[config.mk]
export PLATFORM = sky130hd
export DESIGN_NAME = pong_match_ctrl
export DESIGN_NICKNAME = d
export VERILOG_FILES = /design/src/rtl/pong_match_ctrl.sv
export SDC_FILE = /design/constraint.sdc
export NUM_CORES = 1
export LEC_CHECK = 0
export CAP_MARGIN = 20
export CORE_AREA = 2 2 76 78
export CTS_CLUSTER_SIZE = 28
export DETAILED_ROUTE_END_ITERATION = 7
export DIE_AREA = 0 0 78 80
export DONT_BUFFER_PORTS = 1
export PLACE_DENSITY_LB_ADDON = 0.2
export SETUP_SLACK_MARGIN = 0.2
export SLEW_MARGIN = 20
export SYNTH_ARGS = -nofsm -noshare
export SYNTH_HDL_FRONTEND = slang
export SYNTH_SLANG_ARGS = --single-unit
[constraint.sdc]
create_clock -name clk -period 3.3 [get_ports clk]
set_clock_uncertainty 0.05 [all_clocks]
set_input_delay 0.99 -clock clk [delete_from_list [all_inputs] [get_ports clk]]
set_output_delay 0.99 -clock clk [all_outputs]
set_load 0.01 [all_outputs]
[src/rtl/pong_match_ctrl.sv]
// pong_match_ctrl: serve/rally/point/pause/game-over sequencer with scoring and win detection
module pong_match_ctrl #(
  parameter int SCORE_W     = 4,
  parameter int WIN_SCORE   = 5,
  parameter int WIN_MARGIN  = 1,
  parameter int SERVE_TICKS = 1000,
  parameter int CNT_W       = 16
) (
  input  logic               clk,
  input  logic               rst,
  input  logic               tick,
  input  logic               start,
  input  logic               pause,
  input  logic               point_p1,
  input  logic               point_p2,
  output logic               round_rst,
  output logic               ball_en,
  output logic [SCORE_W-1:0] score_1,
  output logic [SCORE_W-1:0] score_2,
  output logic               serve_dir,
  output logic               game_over,
  output logic [1:0]         winner,
  output logic [2:0]         state
);
  typedef enum logic [2:0] {IDLE = 3'd0, SERVE = 3'd1, PLAY = 3'd2, POINT = 3'd3, PAUSED = 3'd4, OVER = 3'd5} state_t;
  localparam logic [SCORE_W:0] WS = (SCORE_W+1)'(WIN_SCORE);
  localparam logic [SCORE_W:0] MG = (SCORE_W+1)'(WIN_MARGIN);
  localparam logic [CNT_W-1:0] ST = CNT_W'(SERVE_TICKS);
  state_t st, st_n;
  logic [CNT_W-1:0] cnt, cnt_n;
  logic [SCORE_W-1:0] s1_n, s2_n;
  logic [SCORE_W:0] e1, e2;
  logic dir_n, w1, w2;
  logic [1:0] win_n;
  assign state = st;
  always_comb begin
    e1 = {1'b0, score_1};
    e2 = {1'b0, score_2};
    w1 = (e1 >= WS && e1 >= e2 + MG) || score_1 == '1;
    w2 = (e2 >= WS && e2 >= e1 + MG) || score_2 == '1;
    st_n = st;
    cnt_n = cnt;
    s1_n = score_1;
    s2_n = score_2;
    dir_n = serve_dir;
    win_n = winner;
    case (st)
      IDLE: if (start) begin
        st_n = SERVE;
        cnt_n = ST;
      end
      SERVE: if (cnt == '0) st_n = PLAY;
        else if (tick) cnt_n = cnt - 1'b1;
      PLAY: if (point_p1 && !point_p2) begin
        s1_n = score_1 == '1 ? score_1 : score_1 + 1'b1;
        dir_n = 1'b1;
        st_n = POINT;
      end else if (point_p2 && !point_p1) begin
        s2_n = score_2 == '1 ? score_2 : score_2 + 1'b1;
        dir_n = 1'b0;
        st_n = POINT;
      end else if (point_p1 && point_p2) st_n = POINT;
        else if (pause) st_n = PAUSED;
      PAUSED: if (pause) st_n = PLAY;
      POINT: if (w1) begin
        st_n = OVER;
        win_n = 2'b01;
      end else if (w2) begin
        st_n = OVER;
        win_n = 2'b10;
      end else begin
        st_n = SERVE;
        cnt_n = ST;
      end
      OVER: if (start) begin
        s1_n = '0;
        s2_n = '0;
        win_n = 2'b00;
        dir_n = 1'b0;
        st_n = SERVE;
        cnt_n = ST;
      end
      default: st_n = IDLE;
    endcase
  end
  // outputs are decoded from the next state so they change on the same edge as state
  always_ff @(posedge clk) begin
    if (rst) begin
      st <= IDLE;
      cnt <= '0;
      score_1 <= '0;
      score_2 <= '0;
      serve_dir <= 1'b0;
      winner <= 2'b00;
      round_rst <= 1'b1;
      ball_en <= 1'b0;
      game_over <= 1'b0;
    end else begin
      st <= st_n;
      cnt <= cnt_n;
      score_1 <= s1_n;
      score_2 <= s2_n;
      serve_dir <= dir_n;
      winner <= win_n;
      round_rst <= !(st_n == PLAY || st_n == PAUSED);
      ball_en <= st_n == PLAY;
      game_over <= st_n == OVER;
    end
  end
endmodule

# After elaboration in Yosys (flattened, before gate mapping)
# Cells that the tools add are included.
dict set report op_classes {
  add_sub_neg 5
  magnitude_cmp 4
  eq_ne 23
  n_mux 32
  reduce_logical 22
}
# op count
set op_table {}
lappend op_table {{$mux 16} 5}
lappend op_table {{$pmux 16 s3} 1}
lappend op_table {{$mux 3} 9}
lappend op_table {{$mux 4} 6}
lappend op_table {{$ne 2x2->1 const B} 10}
lappend op_table {{$logic_not 16->1} 1}
lappend op_table {{$pmux 4 s2} 2}
lappend op_table {{$sub 16x1->16 const B} 1}
lappend op_table {{$pmux 3 s5} 1}
lappend op_table {{$eq 3x3->1 const B} 4}
lappend op_table {{$add 4x1->5 const B} 2}
lappend op_table {{$ge 4x5->1} 2}
lappend op_table {{$eq 3x2->1 const B} 3}
lappend op_table {{$add 4x1->4 const B} 2}
lappend op_table {{$eq 4x4->1 const B} 2}
lappend op_table {{$ge 4x3->1 const B} 2}
lappend op_table {{$mux 2} 3}
lappend op_table {{$ne 3x3->1 const B} 2}
lappend op_table {{$reduce_and 3->1} 2}
lappend op_table {{$reduce_and 6->1} 1}
lappend op_table {{$logic_and 1x1->1} 5}
lappend op_table {{$reduce_and 5->1} 1}
lappend op_table {{$pmux 2 s2} 1}
lappend op_table {{$reduce_and 4->1} 1}
lappend op_table {{other kinds (10)} 17}
dict set report word_totals {
  register_bits 33
  in_bits 7
}

# Logic depth before layout (Yosys ltp)
# Gate-level depths: netlist of the first run.
dict set report logic_depth {
  ltp_word 10
  ltp_mapped 11
  depth_no_buf 10
}

# Worst setup path before layout of the first run
# OpenSTA, ideal clock, no wires.
dict set report synth_path {
  path_kind {reg-to-reg}
  from {register score_2[0]}
  to {register cnt[11]}
  setup_time_ps 134
  t_arrival_ps 2323
  required_ps 3116
  path_slack_ps 792
  path_stages_with_launch 11
  path_buffers 1
  cell_sequence {dfxtp_1 > ha_1 > xnor2_1 > ha_1 > a211o_1 > a31oi_1 > o31a_1 > a21oi_1 > clkbuf_1 > o311ai_0 > o31ai_1}
}
dict set report synth_via {
  elab_chain_len 6
}
# element line
set synth_lines {}
lappend synth_lines {{start, declared} 19} ;# output logic [SCORE_W-1:0] score_2,
lappend synth_lines {{start signal, assigned} 102} ;# score_2 <= s2_n;
lappend synth_lines {{$add 4x1->5} 39} ;# w1 = (e1 >= WS && e1 >= e2 + MG) || score_1 == '1;
lappend synth_lines {{$ge 4x5->1} 39}
lappend synth_lines {{$logic_and 1x1->1} 39}
lappend synth_lines {{$logic_or 1x1->1} 39}
lappend synth_lines {{$ne 2x2->1 (no line)} n/a}
lappend synth_lines {{$reduce_and 6->1 (no line) *} n/a}
lappend synth_lines {{end signal, assigned} 100} ;# cnt <= cnt_n;
lappend synth_lines {{end, declared} 30} ;# logic [CNT_W-1:0] cnt, cnt_n;
# Mark *: on every way between the ends. The rest lies on a longest branch, timed or not.
# A chain may end at the register's enable or synchronous reset.

# Worst setup path in the final report of the first run
dict set report layout_path {
  from {register score_2[1]}
  to {register cnt[1]}
}
# Same word-level chain as after synthesis.

==> results of run 1 <==
## worst max-delay path: cells and delay by family, from the launching register on
kind	cells	cell delay, ns
adder cells (fa/ha/maj)	2	0.55
XOR/XNOR	1	0.14
flip-flops	1	0.49
AND/OR/NAND/NOR	1	0.53
AO/OA/AOI/OAI	5	0.97
## cell families (layout without fill, tap and decap cells)
| group | Yosys count | in the layout | synth area share (%) |
|---|---|---|---|
| AO/OA/AOI/OAI | 77 | 77 | 22.86 |
| flip-flops | 33 | 33 | 31.35 |
| adder cells (fa/ha/maj) | 17 | 17 | 10.09 |
| XOR/XNOR | 6 | 6 | 2.494 |
| AND/OR/NAND/NOR | 103 | 103 | 26.43 |
| multiplexers | 2 | 2 | 0.9502 |
| buffers and inverters | 24 | 22 | 5.819 |
## worst min path at each step
stage	cells after the start	endpoint	slack [ns]	from
3_3_place_gp	1	cnt[6]	0.42	cnt[6]
3_5_place_dp	1	cnt[6]	0.42	cnt[6]
4_1_cts	1	cnt[6]	0.43	cnt[6]
2_1_floorplan	1	cnt[6]	0.40	cnt[6]
6_report	1	cnt[6]	0.43	cnt[6]
5_1_grt	1	cnt[6]	0.47	cnt[6]
## through the flow
stage	util (%)	total power [mW]
3_3_place_gp	39.49	0.7613
5_1_grt	41.71	1.222
2_1_floorplan	-	0.7255
6_report	41.71	1.151
3_5_place_dp	39.49	0.7622
4_1_cts	41.71	1.161
## sequential cells by signal (all words and copies together), names as in the netlist
signal,cells
ball_en,1
cnt,16
game_over,1
round_rst,1
score_1,4
score_2,4
serve_dir,1
state,3
winner,2
## cells in the mapped netlist (all sizes together), types with 5 or more instances
cell    number  area [um^2]
a21oi       27        135.1
a211oi       5        47.54
ha          17        212.7
nor2        22        85.09
nor3        15        75.07
a31oi        7        43.79
clkbuf       8        40.04
nand2       17        66.32
dfxtp       33        660.6
nand3b       5        37.54
nand3       15        75.07
o21ai       20        100.1
inv         12        45.04
nand2b       5        31.28
## cell type report
class	instances	area, um^2
clock buffer	7	86.33
clock inverter	1	30.03
fill	552	3151
inverter	12	45.04
multi-input combinational	205	1328
sequential	33	660.6
tap	72	90.09
timing repair buffer	2	15.01
## routing by layer
layer	share of wire [%]	up-vias
met5	0	-
met4	1.4	0
met3	6.3	4
met2	45	42
met1	48	842
li1	-	941
## repair_timing
action,CTS,global route
setup endpoints to repair,1,0
gates resized for setup,1,0
hold endpoints to repair,0,0
## power by group through the flow
stage	registers [mW]	clock network (mW)	logic, mW
after global routing	0.482	0.423	0.317
final	0.477	0.395	0.279
after floorplan	0.467	0	0.259
after detailed placement	0.485	0	0.277
after CTS	0.476	0.406	0.279
after global placement	0.485	0	0.276
==> flow_summary.json, run 1 <==
{
  "cp_slowest_cell": "or4_1",
  "cts_tree": "done",
  "met3_usage_pct": 4.412,
  "antenna_found_initial": 0,
  "drive_gt1_share_pct": 9.231,
  "clkTransAtPathRegs_ns": 0.07,
  "slew_headroom_pct": 53.32,
  "critPathLaunch": "score_2[1]",
  "seqPwrFrac_pct": 41.5,
  "outcome": "complete, no violations",
  "synth_nets": 286,
  "drv_cap": 0,
  "setup_violations": 0,
  "yosysUniqueCellTypes": 48,
  "final_antenna_net_count": 0,
  "place_congestion": 0.8179,
  "period_needed_ns": 2.796,
  "path_class": "flip-flop to flip-flop",
  "p_switching_mw": 0.3609,
  "tns_ns": 0,
  "combPwrFrac_pct": 24.2,
  "slew_viol_final": 0,
  "portBuffers": 0,
  "post-route-period-util_pct": 84.72,
  "cts_root_buf": "clkbuf_8",
  "ys_ff_latch": 33,
  "core_um2": 5405,
  "wl_per_cell_um": 14.48,
  "r2r-start": "score_2[1]",
  "finalWirelength_um": 4807,
  "r2r_slack_ns": 0.50,
  "nNetsFinal": 283,
  "crit_top_cell": "ha_1",
  "hold_slack_ns": 0.4340,
  "hpwl_um": 3400,
  "worst_slew_pin_slew_ns": 0.7002,
  "ys.flop_type": "dfxtp_1",
  "timing.final.ws_setup_ns": 0.5042,
  "crit_end": "cnt[1]",
  "start_util_pct": 38.98,
  "final_cell_mix": "dfxtp_1 (33), a21oi_1 (26), nor2_1 (21)",
  "ctsHoldBuffers": 0,
  "routed_via_density": 5.509,
  "crit_path_max_incr_delay_ns": 0.53,
  "cp_max_fo": 13,
  "die_h_um": 80,
  "fmax_mhz": 357.7,
  "dieArea_um2": 6240,
  "final_common_cell": "dfxtp_1",
  "finalInstanceArea_um2": 2255,
  "antenna_cells": 0,
  "finalNonFillerCells": 332,
  "grt_pass1_wl_um": 8017,
  "numPlacedInstances": 324,
  "power.density_nw_per_um2": 510.5,
  "fp.dieW_um": 78,
  "reg2reg_to": "cnt[1]",
  "p_int_mw": 0.7900,
  "synth_warnings": 0,
  "grt_pass1_vias": 1661,
  "cts_max_level": 2,
  "hold_class": "flip-flop to flip-flop",
  "syn2layout_area_growth_pct": 7.007,
  "overflow": 0,
  "clockBufferDepth": 2,
  "grt_use_met1_pct": 20.91,
  "drc_errors": 0,
  "synth_edf_count": 0,
  "grt_most_used_layer": "met2",
  "reg2reg_depth": 9,
  "numCtsBuffers": 5,
  "ios": 24,
  "cts_sinks": 33,
  "leakagePower_nw": 0.8276,
  "hold_violations": 0,
  "drt_first_pass_iters": 4,
  "critical_path_required_ns": 3.47,
  "end_kind": "flip-flop",
  "pre_cts_ws_ns": 0.1578,
  "seq_area_frac_synth_pct": 31.35,
  "netlist_instances": 262,
  "use_met2_pct": 25.69,
  "clk_latency_ns": 0.28,
  "grt_start_max_net_pins": 29,
  "rows": 27,
  "cts_setup_buffers": 0,
  "switching_share_pct": 31.36,
  "dpl_cell_area_um2": 2135,
  "start_kind": "flip-flop",
  "crit_chain": "ha_1 -> xnor2_1 -> ha_1 -> a211o_1 -> a31oi_1 -> o31a_1 -> a21oi_2 -> or4_1 -> a21oi_1",
  "syn-cell-area_um2": 2107,
  "rsz0062_at_grt": "false",
  "vdd_ir_drop_max_mv": 0.2740,
  "ys_async_sr_fraction_pct": 0,
  "grt.total_usage_pct": 16.13,
  "p_clk_share_pct": 34.3,
  "drtIter0Drc": 67,
  "crit_arrival_ns": 2.97,
  "num_vias": 1829,
  "avgSynthCellArea_um2": 8.042
}
Note: power is estimated with default switching activity, not from simulation.
==> run 2: changes to the inputs <==
- clock period: 3.3 -> 2.4 ns (I/O delays scaled with it)
==> run 2 against run 1 <==
Against the previous run: the flow now finishes with violations (negative setup slack); design area grew 24%; cell count up 11%; non-clock buffer count is 35 higher; critical path type unchanged; largest cell class unchanged; highest routed layer unchanged.
==> flow_summary.json, run 2 (synthesized netlist as in run 1, its figures left out) <==
{
  "outcome": "complete, but fails checks",
  "violations": "negative setup slack",
  "reg2reg_depth": 9,
  "start_util_pct": 38.98,
  "vdd_ir_drop_max_mv": 0.3497,
  "cts_tree": "done",
  "timing.final.ws_setup_ns": -0.03276,
  "cp.buffers_inverters": 0,
  "finalNonFillerCells": 368,
  "holdPathStages": 2,
  "syn2layout_area_growth_pct": 32.90,
  "largest-register": "cnt",
  "slew_viol_final": 0,
  "reg2reg_to": "cnt[1]",
  "fmax_mhz": 411.1,
  "clockBufferDepth": 2,
  "clk_latency_ns": 0.28,
  "finalWirelength_um": 5811,
  "drv_cap": 0,
  "grt_pass1_wl_um": 8721,
  "rows": 27,
  "portBuffers": 0,
  "hold_start": "cnt[14]",
  "ctsHoldBuffers": 0,
  "drc_errors": 0,
  "path_delay_family": "compound AO/OA/AOI/OAI gates",
  "top_regs": "cnt: 16 flops, score_1: 4 flops, score_2: 4 flops",
  "end_kind": "flip-flop",
  "path_class": "flip-flop to flip-flop",
  "wl_per_cell_um": 15.79,
  "leakagePower_nw": 1.040,
  "crit_arrival_ns": 2.60,
  "cp_max_fo": 5,
  "drt_first_pass_iters": 4,
  "final_common_cell": "buf_4",
  "numPlacedInstances": 344,
  "grt.total_usage_pct": 17.53,
  "grt_pass1_vias": 1750,
  "p_total_mw": 1.634,
  "setup_violations": 1,
  "rsz0062_at_grt": "true",
  "power.density_nw_per_um2": 583.4,
  "cts_max_level": 2,
  "hpwl_um": 3616,
  "drtIter0Drc": 80,
  "overflow": 0,
  "numCtsBuffers": 5,
  "place_congestion": 0.8450,
  "hold_class": "flip-flop to flip-flop",
  "critPathLaunch": "score_2[0]",
  "drive_gt1_share_pct": 34.80,
  "post-route-period-util_pct": 101.4,
  "routed_via_density": 5.622,
  "hold-path-endpoint": "cnt[14]",
  "start_kind": "flip-flop",
  "cts_sinks": 33,
  "crit_path_max_incr_delay_ns": 0.52,
  "ios": 24,
  "hold_violations": 0,
  "largest_reg_flops": 16,
  "grt_start_max_net_pins": 29,
  "fp.dieW_um": 78,
  "die_h_um": 80,
  "r2r_slack_ns": -0.03,
  "final_cell_mix": "buf_4 (33), dfxtp_1 (25), a21oi_1 (24)",
  "nNetsFinal": 319,
  "cp_slowest_cell": "or4_4",
  "slew_headroom_pct": 65.33,
  "antenna_found_initial": 0,
  "num_vias": 2069,
  "clkTransAtPathRegs_ns": 0.07,
  "worst_slew_pin_slew_ns": 0.5194,
  "final_antenna_net_count": 0,
  "r2r-start": "score_2[0]",
  "cts_root_buf": "clkbuf_8",
  "dieArea_um2": 6240,
  "period_needed_ns": 2.433,
  "core_um2": 5405,
  "critical_path_required_ns": 2.56,
  "antenna_cells": 0,
  "crit_chain": "ha_4 -> xnor2_2 -> ha_1 -> a211o_1 -> a31oi_1 -> o31a_1 -> a21oi_4 -> or4_4 -> a21oi_2"
}
run 2: cell count changes in the layout (fill, tap and decap cells not counted), moves of 4 or more:
cell / change
buf_4: +31
dfxtp_1: -8
dfxtp_4: +6
ha_1: -4
ha_4: +4
inv_1: -4
inv_2: +4
o21ai_0: -6
run 2: worst reg2reg max path: stages (launching register included):
cell and delay (ns):
dfxtp_4 0.37, ha_4 0.17, xnor2_2 0.12, ha_1 0.29, a211o_1 0.25, a31oi_1 0.14
o31a_1 0.22, a21oi_4 0.09, or4_4 0.52, a21oi_2 0.13
run 2: repair_timing:
item                                    in CTS  in global routing
endpoints found under the setup margin      15                 25
setup buffers                                3                 11
pin swaps                                    5                 15
gates resized for setup                     14                 40
cloned                                       0                  2
run 2: area by class of cell:
class                      instances  area (um^2)
clock buffer                       8        80.08
fill                             538         2605
inverter                          12        45.04
multi-input combinational        206         1613
sequential                        33        685.7
tap                               72        90.09
timing repair buffer              37        286.5
run 2: worst max path at each step:
stage,depth (start not counted),end,slack [ns]
2_1_floorplan,9,cnt[1],0.12
3_3_place_gp,9,cnt[1],-0.005
3_5_place_dp,10,cnt[1],-0.03
4_1_cts,9,cnt[1],0.01
5_1_grt,9,cnt[1],-0.09
6_report,9,cnt[1],-0.03
run 2: report_power, final:
group	leakage [nW]	switching [mW]	internal, mW	total, mW
logic	0.726	0.334	0.243	0.577
registers	0.274	0.0656	0.587	0.652
clock network	0.0395	0.198	0.206	0.404
run 2: layer usage:
| layer | up-vias | global-route usage (%) | routed length, um |
|---|---|---|---|
| met1 | 990 | 23.43 | 2672 |
| met4 | 0 | 6.316 | 119 |
| li1 | 1023 | - | - |
| met3 | 12 | 3.620 | 244 |
| met2 | 44 | 27.93 | 2774 |
| met5 | - | 0 | 0 |
run 2: per-stage QoR:
step                hold WS (ns)   TNS (ns)  utilization [%]  area, um^2  setup WS [ns]
finish                    0.4250   -0.03276            51.81        2800       -0.03276
global route              0.4296    -0.3119            51.81        2800       -0.09362
CTS                       0.4341          0            46.57        2517        0.01082
detailed placement        0.4118   -0.03022            43.36        2344       -0.03022
global placement          0.4111  -0.005017            43.36        2344      -0.005017
floorplan                 0.3976          0                -        2170         0.1226
==> run 3: changes to the inputs <==
- CORE_AREA: 2 2 76 78 -> 2 2 72 67
- DIE_AREA: 0 0 78 80 -> 0 0 74 69
- RECOVER_POWER: default -> 100
==> run 3 against run 2 <==
Against the previous run: design area is 5.0% lower; count of clock-buffer cells in the layout stayed put; largest cell class unchanged; flip-flop and latch count stayed put; highest routed layer unchanged; first-iteration DRC count is 63% higher; sequential share of layout area is 1.1 points higher; setup slack worse by 0.013 ns; critical endpoint unchanged; routed wire length is 11% lower; the run still ends with negative setup slack left; core utilization is 9.4 points higher; critical path depth stayed put.
==> flow_summary.json, run 3 (synthesized netlist as in run 1, its figures left out) <==
{
  "setup_violations": 2,
  "rows": 23,
  "outcome": "complete, but fails checks",
  "numCtsBuffers": 5,
  "use_met2_pct": 29.86,
  "cts_tree": "done",
  "violations": "negative setup slack",
  "drive_gt1_share_pct": 28.57,
  "grt_start_max_net_pins": 29,
  "finalInstanceArea_um2": 2660,
  "cts_sinks": 33,
  "hold_violations": 0,
  "worst_slew_pin_slew_ns": 0.4818,
  "final_common_cell": "dfxtp_1",
  "p_total_mw": 1.576,
  "antenna_cells": 0,
  "period_needed_ns": 2.445,
  "num_vias": 1972,
  "nNetsFinal": 310,
  "top_regs": "cnt: 16 flops, score_1: 4 flops, score_2: 4 flops",
  "rsz0062_at_grt": "true",
  "clk_latency_ns": 0.29,
  "drc_errors": 0,
  "ios": 24,
  "start_util_pct": 48.49,
  "largest_reg_flops": 16,
  "core_um2": 4345,
  "slew_headroom_pct": 67.59,
  "die_h_um": 69,
  "portBuffers": 0,
  "cp_max_fo": 6,
  "grt_pass1_vias": 1814,
  "clkTransAtPathRegs_ns": 0.07,
  "post-route-period-util_pct": 101.9,
  "crit_arrival_ns": 2.62,
  "r2r_slack_ns": -0.05,
  "antenna_found_initial": 0,
  "critical_path_required_ns": 2.57,
  "dieArea_um2": 5106,
  "drt_first_pass_iters": 4,
  "cts_root_buf": "clkbuf_8",
  "syn2layout_area_growth_pct": 26.25,
  "path_class": "flip-flop to flip-flop",
  "overflow": 0,
  "hold_class": "flip-flop to flip-flop",
  "crit_end": "cnt[1]",
  "drv_cap": 0,
  "grt_most_used_layer": "met1",
  "cts_max_level": 2,
  "final_antenna_net_count": 0,
  "timing.final.ws_setup_ns": -0.04533,
  "slew_viol_final": 0,
  "clockBufferDepth": 2,
  "hold_slack_ns": 0.4216,
  "r2r-start": "score_2[0]",
  "grt.total_usage_pct": 20.86,
  "critPathLaunch": "score_2[0]",
  "drtIter0Drc": 130,
  "routed_via_density": 5.650,
  "post-route-util_pct": 61.22,
  "end_kind": "flip-flop",
  "grt_pass1_wl_um": 8466,
  "start_kind": "flip-flop",
  "dpl_cell_area_um2": 2308,
  "final_cell_mix": "dfxtp_1 (27), a21oi_1 (24), buf_4 (23)",
  "nFillCells": 388,
  "finalWirelength_um": 5155,
  "reg2reg_depth": 9,
  "place_congestion": 0.8033,
  "largest-register": "cnt",
  "fp.dieW_um": 74,
  "leakagePower_nw": 0.9900,
  "fmax_mhz": 408.9,
  "wl_per_cell_um": 14.77,
  "hpwl_um": 3512,
  "grt_use_met1_pct": 30.89,
  "vdd_ir_drop_max_mv": 0.4119,
  "power.density_nw_per_um2": 592.4,
  "met3_usage_pct": 5.117,
  "reg2reg_to": "cnt[1]"
}
-- run 3: changes by cell type in the layout (fill, tap and decap cells not counted), sizes merged --
cell  previous run  this run
buf             37        29
o31a             4         3
-- run 3: critical path: stages, from the launching register on --
cell and delay (ns):
dfxtp_4 0.37, ha_4 0.17, xnor2_2 0.12, ha_1 0.29, a211o_1 0.26, a31oi_1 0.17, o31a_1 0.22, a21oi_4 0.11
or4_1 0.50, a21oi_1 0.12
-- run 3: report_power, final --
group / switching, mW / internal, mW / leakage, nW
Combinational: 0.293 / 0.202 / 0.672
Sequential: 0.0547 / 0.587 / 0.273
Clock: 0.204 / 0.234 / 0.0455
Total: 0.552 / 1.02 / 0.990
-- run 3: what timing repair did --
action / CTS / global route
hold buffers: 0 / 0
pin swaps: 5 / 8
gates resized for setup: 17 / 21
cloned: 1 / 0
setup endpoints to repair: 16 / 21
buffers inserted: 7 / 2
endpoints found under the hold margin: 0 / 0
-- run 3: worst min-delay path by stage --
stage | slack (ns) | depth (start not counted) | to | start
2_1_floorplan | 0.40 | 2 | cnt[15] | cnt[15]
3_3_place_gp | 0.41 | 1 | cnt[6] | cnt[6]
3_5_place_dp | 0.41 | 1 | cnt[6] | cnt[6]
4_1_cts | 0.44 | 1 | score_1[1] | rst
5_1_grt | 0.44 | 1 | cnt[12] | rst
6_report | 0.42 | 2 | cnt[13] | cnt[13]
-- run 3: through the flow --
stage	TNS, ns	instances	setup WS (ns)
after floorplan	0	262	0.1226
after global placement	0	331	0.04776
after detailed placement	0	331	0.02508
after CTS	0	347	0.009779
after global routing	-0.6673	349	-0.1296
final	-0.06096	349	-0.04533
-- run 3: cell type report --
type	count	area [um^2]	area share (%)
Timing Repair Buffer	29	242.7	9.125
Sequential cell	33	680.7	25.59
Multi-Input combinational cell	205	1524	57.29
Tap cell	62	77.57	2.916
Inverter	12	45.04	1.693
Clock buffer	8	90.09	3.387
-- run 3: routing by layer --
metal  wire, um  part of all wire (%)
met1       2603                    50
met2       2251                    44
met3        223                   4.3
met4         76                   1.5
met5          0                     0
